**src/rtl/midi_pkg.sv**
```systemverilog
// midi_pkg: shared MIDI event types, status constants and data-count helper
package midi_pkg;
  typedef enum logic [2:0] {
    NOTE_OFF   = 3'd0,
    NOTE_ON    = 3'd1,
    POLY_AT    = 3'd2,
    CC         = 3'd3,
    PROG       = 3'd4,
    CH_PRESS   = 3'd5,
    PITCH_BEND = 3'd6
  } ev_type_e;
  localparam logic [7:0] ST_SYSEX     = 8'hF0;
  localparam logic [7:0] ST_EOX       = 8'hF7;
  localparam logic [7:0] ST_RT_FIRST  = 8'hF8;
  localparam logic [7:0] ST_SYS_RESET = 8'hFF;
  typedef struct packed {
    ev_type_e   ev_type;
    logic [3:0] channel;
    logic [6:0] data1;
    logic [6:0] data2;
  } midi_event_t;
  function automatic logic [1:0] data_count(input logic [3:0] nib);
    return (nib == 4'hC || nib == 4'hD) ? 2'd1 : 2'd2;
  endfunction
endpackage

```
**src/rtl/midi_event_fifo.sv**
```systemverilog
// midi_event_fifo: first-word-fallthrough FIFO; a push into a full FIFO succeeds only alongside a pop
module midi_event_fifo #(
  parameter int WIDTH = 21,
  parameter int DEPTH = 4
) (
  input  logic             clk,
  input  logic             rst,
  input  logic             push,
  input  logic             pop,
  input  logic [WIDTH-1:0] wdata,
  output logic [WIDTH-1:0] rdata,
  output logic             full,
  output logic             empty
);
  localparam int AW = $clog2(DEPTH);
  logic [WIDTH-1:0] mem_q [DEPTH];
  logic [AW-1:0] wr_q, wr_d, rd_q, rd_d;
  logic [AW:0] cnt_q, cnt_d;
  logic do_push, do_pop;
  always_comb begin
    full = cnt_q == (AW+1)'(DEPTH);
    empty = cnt_q == '0;
    do_pop = pop && !empty;
    do_push = push && (!full || do_pop);
    wr_d = do_push ? wr_q + 1'b1 : wr_q;
    rd_d = do_pop ? rd_q + 1'b1 : rd_q;
    cnt_d = cnt_q + (AW+1)'(do_push) - (AW+1)'(do_pop);
    rdata = mem_q[rd_q];
  end
  always_ff @(posedge clk) begin
    if (rst) begin
      wr_q <= '0;
      rd_q <= '0;
      cnt_q <= '0;
    end else begin
      wr_q <= wr_d;
      rd_q <= rd_d;
      cnt_q <= cnt_d;
    end
  end
  always_ff @(posedge clk) if (do_push) mem_q[wr_q] <= wdata;
endmodule

```
**src/rtl/midi_event_parser.sv**
```systemverilog
// midi_event_parser: MIDI byte stream to channel-voice events with running status, SysEx skip and real-time passthrough
module midi_event_parser
  import midi_pkg::*;
#(
  parameter int FIFO_DEPTH          = 4,
  parameter int NOTE_ON_ZERO_IS_OFF = 1,
  parameter int RUNNING_STATUS      = 1
) (
  input  logic        clk,
  input  logic        rst,
  input  logic        in_valid,
  input  logic [7:0]  in_data,
  input  logic [15:0] channel_mask,
  input  logic        overflow_clr,
  output logic        ev_valid,
  input  logic        ev_ready,
  output logic [2:0]  ev_type,
  output logic [3:0]  ev_channel,
  output logic [6:0]  ev_data1,
  output logic [6:0]  ev_data2,
  output logic        rt_valid,
  output logic [7:0]  rt_byte,
  output logic        sys_reset,
  output logic        overflow
);
  localparam logic [1:0] NO_STATUS = 2'd0;
  localparam logic [1:0] WAIT_D1   = 2'd1;
  localparam logic [1:0] WAIT_D2   = 2'd2;
  localparam logic [1:0] SYSEX     = 2'd3;
  logic [1:0] state_q, state_d;
  logic [3:0] status_q, status_d, chan_q, chan_d;
  logic [6:0] d1_q, d1_d;
  logic [7:0] rt_byte_q, rt_byte_d;
  logic rt_valid_q, rt_valid_d, sys_reset_q, sys_reset_d, overflow_q, overflow_d;
  logic is_rt, is_status, is_data, complete, push, pop, fifo_full, fifo_empty;
  logic [20:0] fifo_rdata;
  midi_event_t ev, head;
  always_comb begin
    is_rt = in_valid && in_data >= ST_RT_FIRST;
    is_status = in_valid && in_data[7] && !is_rt;
    is_data = in_valid && !in_data[7];
    complete = is_data && ((state_q == WAIT_D1 && data_count(status_q) == 2'd1) || state_q == WAIT_D2);
    ev.channel = chan_q;
    ev.data1 = (state_q == WAIT_D2) ? d1_q : in_data[6:0];
    ev.data2 = (state_q == WAIT_D2) ? in_data[6:0] : 7'd0;
    ev.ev_type = (NOTE_ON_ZERO_IS_OFF != 0 && status_q[2:0] == NOTE_ON && ev.data2 == 7'd0)
                 ? NOTE_OFF : ev_type_e'(status_q[2:0]);
    push = complete && channel_mask[chan_q];
    pop = !fifo_empty && ev_ready;
    // system common bytes (0xF0..0xF7) all cancel running status; only 0xF0 enters SysEx
    state_d = is_status ? (in_data < ST_SYSEX ? WAIT_D1 : in_data == ST_SYSEX ? SYSEX : NO_STATUS)
            : complete ? (RUNNING_STATUS != 0 ? WAIT_D1 : NO_STATUS)
            : (is_data && state_q == WAIT_D1) ? WAIT_D2 : state_q;
    status_d = is_status ? (in_data < ST_SYSEX ? in_data[7:4] : 4'd0) : status_q;
    chan_d = is_status ? (in_data < ST_SYSEX ? in_data[3:0] : 4'd0) : chan_q;
    d1_d = (is_data && state_q == WAIT_D1) ? in_data[6:0] : d1_q;
    rt_valid_d = is_rt;
    rt_byte_d = is_rt ? in_data : rt_byte_q;
    sys_reset_d = in_valid && in_data == ST_SYS_RESET;
    overflow_d = (overflow_q && !overflow_clr) || (push && fifo_full && !pop);
    head = fifo_empty ? '0 : midi_event_t'(fifo_rdata);
    ev_valid = !fifo_empty;
    ev_type = head.ev_type;
    ev_channel = head.channel;
    ev_data1 = head.data1;
    ev_data2 = head.data2;
    rt_valid = rt_valid_q;
    rt_byte = rt_byte_q;
    sys_reset = sys_reset_q;
    overflow = overflow_q;
  end
  always_ff @(posedge clk) begin
    if (rst) begin
      state_q <= NO_STATUS;
      status_q <= '0;
      chan_q <= '0;
      d1_q <= '0;
      rt_valid_q <= 1'b0;
      rt_byte_q <= '0;
      sys_reset_q <= 1'b0;
      overflow_q <= 1'b0;
    end else begin
      state_q <= state_d;
      status_q <= status_d;
      chan_q <= chan_d;
      d1_q <= d1_d;
      rt_valid_q <= rt_valid_d;
      rt_byte_q <= rt_byte_d;
      sys_reset_q <= sys_reset_d;
      overflow_q <= overflow_d;
    end
  end
  midi_event_fifo #(.WIDTH(21), .DEPTH(FIFO_DEPTH)) u_fifo (
    .clk(clk),
    .rst(rst),
    .push(push),
    .pop(pop),
    .wdata(ev),
    .rdata(fifo_rdata),
    .full(fifo_full),
    .empty(fifo_empty)
  );
endmodule

```
**config.mk**
```make
export PLATFORM = sky130hd
export DESIGN_NAME = midi_event_parser
export DESIGN_NICKNAME = d
export VERILOG_FILES = /design/src/rtl/midi_pkg.sv /design/src/rtl/midi_event_fifo.sv /design/src/rtl/midi_event_parser.sv
export SDC_FILE = /design/constraint.sdc
export NUM_CORES = 1
export LEC_CHECK = 0
export CAP_MARGIN = 20
export CORE_MARGIN = 1.5
export CORE_UTILIZATION = 55
export DETAILED_ROUTE_END_ITERATION = 10
export HOLD_SLACK_MARGIN = 0.08
export PLACE_DENSITY = 0.79
export SYNTH_ARGS = -nofsm -noshare
export SYNTH_HDL_FRONTEND = slang
export SYNTH_SLANG_ARGS = --single-unit
```
**constraint.sdc**
```tcl
create_clock -name clk -period 4.35 [get_ports clk]
set_input_delay 1.0875 -clock clk [delete_from_list [all_inputs] [get_ports clk]]
set_output_delay 1.0875 -clock clk [all_outputs]
set_load 0.01 [all_outputs]
```
==> impl_results.md <==
- Vias in the first global route: 3,138
- Antenna violations before repair: 0
- Synth Area in Adders: 1.894%
- Status: finished clean
- Dominant cells by area after synthesis: edfxtp_1 (50%), dfxtp_1 (15%), mux4_2 (9.4%), and2_1 (3.7%), mux2_2 (2.7%)
- Crit path time final: 3520 ps
- Die area: 9711 sq um
- Clk slew on worst S/H paths: 60 ps
- CTS resizes: 0
- Reg-to-reg startpoint: state_q[1]$_SDFFE_PP0P_
- First-pass GRT wire length: 15,970 microns
- Synth Area in XOR/XNOR: 0.6977%
- Combinational family with the most area after synthesis: multiplexers
- Hold_sp: rt_byte[2]$_SDFFE_PP0P_
- RD Place Congestion: 0.8096
- Initial DRC Count: 152
- Final setup vio count: 0
- Layout Nets: 449
- CP Class: in -> reg
- Synth async-reset ratio: 0%
- Layout cell share with drive strength beyond 1: 19.01%
- Worst vdd ir: 0.0003849 V
- Max-cap violations: 0
- Worst endpoint data arrival time: 3890 ps
- Post CTS Setup Buffer Count: 0
- Post-Syn Area: 5021 sq um
- Synth Instances: 345
- Initial Utilization: 57.30%
- Post-synth top area cell: edfxtp_1
- Antenna Nets Post-Route: 0
- Setup WS pre-CTS: 332.5 ps
- Maximum clock path buffer count: 2
- Worst r2r path cells: 11
- Die X: 98.55 microns
- Synth Area per Inst: 14.55 sq um
- Vias per cell: 5.693
- Vias: 3,040
- Die H: 98.55 microns
- Max Freq: 284.1 MHz
- Total Neg Setup Slack: 0 ps
- WHS Path Cells: 2
- Post-synthesis mux area share: 14.20%
- Slew HR: 44.34%
- RSZ-0062 raised after global routing: false
- Yosys top cell area share: 50.24%
- CP required: 4720 ps
- Primary FF master, synth: edfxtp_1
- Register-to-register path setup slack: 1390 ps
- # clock sinks: 121
- CTS tree: done
- DP HPWL: 6348 microns
- Overall power: 0.003526 W
- Largest net degree at the start of global routing: 25
- CTS HTree Levels: 4
- First drt pass iteration count: 5
- Multi-input logic area: 1648 sq um
- CP Capture Type: register
- Grt ovf: 0
- Worst-Margin Slew: 832.3 ps
- Leakage: 2.122 nW
- Root Buffer: clkbuf_8
- Final Skew: 9.376 ps
- Syn Nets: 381
- Seq/Total Area, Yosys: 64.99%
- Worst reg2reg endpoint: u_fifo.cnt_q[2]$_SDFF_PP0_
- Compound-gate portion of the synthesized area: 3.713%
- Distinct cell type count after synthesis: 48
- Hold Crit Class: reg -> reg
- Total track usage: 22.38%
- Core box area: 8763 sq um
- I/O Pins: 62
- Clk_lat worst skew: 510 ps
- Final hold violation count: 0
- Hold EP: rt_byte[2]$_SDFFE_PP0P_
- Hold_buf cts: 0
- Post-route cell area: 6301 sq um
- CTS buffer count: 17
- Setup ws final: 829.9 ps
- Total wire length: 10,110 microns
- Yosys warns: 0
- Row count: 34
- Sequential cell area: 3263 sq um
- Layout area overhead: 25.49%
- Pwr dens: 559.6 nW/um^2
- Simple-gate share of the synthesized area: 12.31%
- Post-synth EDFFs: 84
- Cell Area, Placed: 5739 sq um
- WL/cell: 18.93 microns
- Crit Path Max Fanout: 8
- Synth Register Bits: 121
- Setup crit start kind: input port
- Port Buffers: 61
- Final Slew Violations: 0
- Period utilisation layout: 80.92%
- Ant. Diodes: 0
- DR DRC count: 0
- Fill cells: 561
cells in the final DEF (no fill, tap or decap), types with 3 or more instances in the layout:
cell,instances
clkinv_2,3
mux2_2,12
nand2b_1,5
buf_4,8
and2_2,3
clkdlybuf4s50_1,61
clkbuf_16,17
mux2i_1,9
mux4_2,21
edfxtp_1,84
nor2_1,30
clkbuf_8,3
inv_4,3
dfxtp_1,37
nor2b_1,5
inv_1,6
nand3_1,8
a21oi_1,14
nand2_1,20
and2_1,30
ha_1,6
through the flow:
stage	hold WS [ps]	utilization, %	std cells
after detailed placement	453.3	65.49	502
final	463.4	71.90	534
after CTS	464.2	71.90	534
after global placement	441.2	65.49	502
after floorplan	432.0	-	345
after global routing	483.7	71.90	534
synthesized netlist by cell type, types with 2 or more instances:
library cell   n
a211oi_1       2
a21oi_1       14
and2_1        30
and2_2         3
buf_2          4
clkbuf_1      14
dfxtp_1       37
edfxtp_1      84
ha_1           6
inv_1          6
mux2_2        12
mux2i_1        9
mux4_2        21
nand2_1       20
nand2b_1       5
nand3_1        8
nor2_1        30
nor2b_1        5
nor3_1         2
o22ai_1        2
or2_2          2
xnor2_1        2
xor2_1         2
critical path, cell delays in order:
cell	delay, ps
clkdlybuf4s50_1	520
and4bb_1	340
a32oi_1	90
or4b_1	600
a21oi_4	290
ha_1	190
inv_1	40
fa_1	360
xor2_1	180
xnor2_1	140
nor2_1	50
layer usage:
| metal | up-vias | global-route usage [%] | share of wire [%] |
|---|---|---|---|
| li1 | 1412 | - | - |
| met1 | 1523 | 27.26 | 42 |
| met2 | 89 | 38.15 | 51 |
| met3 | 16 | 6.099 | 5.0 |
| met4 | 0 | 8.776 | 1.7 |
| met5 | - | 0 | 0 |
flip-flops by register name, summed over array words and instances (netlist names), named ones only:
signal and flops:
chan_q 4, d1_q 7, overflow 1, rt_byte 8
rt_valid 1, state_q 2, status_q 4, sys_reset 1
u_fifo.cnt_q 3, u_fifo.mem_q 84, u_fifo.rd_q 2, u_fifo.wr_q 2
how the worst max path moves through the flow:
stage	slack [ps]	startpoint	to
finish	830	in_data[7]	u_fifo.cnt_q[2]$_SDFF_PP0_
global placement	420	in_valid	u_fifo.cnt_q[2]$_SDFF_PP0_
floorplan	1000	in_data[7]	u_fifo.cnt_q[2]$_SDFF_PP0_
global route	700	register	ev_data1[3]
CTS	790	register	ev_channel[3]
detailed placement	330	in_data[7]	u_fifo.cnt_q[2]$_SDFF_PP0_
power breakdown:
| part | leakage (nW) | switching (W) | internal (W) |
|---|---|---|---|
| logic | 0.794 | 0.000396 | 0.000535 |
| registers | 1.05 | 0.0000295 | 0.00126 |
| clock network | 0.277 | 0.000485 | 0.000817 |
area by class of cell:
| cell class | instances | share of cell area (%) |
|---|---|---|
| well taps | 108 | 2.145 |
| clock buffers | 21 | 7.466 |
| multi-input cells | 198 | 26.15 |
| repair buffers | 69 | 10.64 |
| clock inverters | 11 | 1.450 |
| flip-flops and latches | 121 | 51.79 |
| inverters | 6 | 0.3574 |
cells by family (layout without fill, tap and decap cells):
family | after synthesis | after routing
compound gates | 28 | 28
xor+xnor | 4 | 4
fa+ha+maj | 7 | 7
buf+inv | 26 | 107
flops | 121 | 121
mux | 43 | 43
simple gates | 116 | 116
Power figures use the tool's default switching activity.
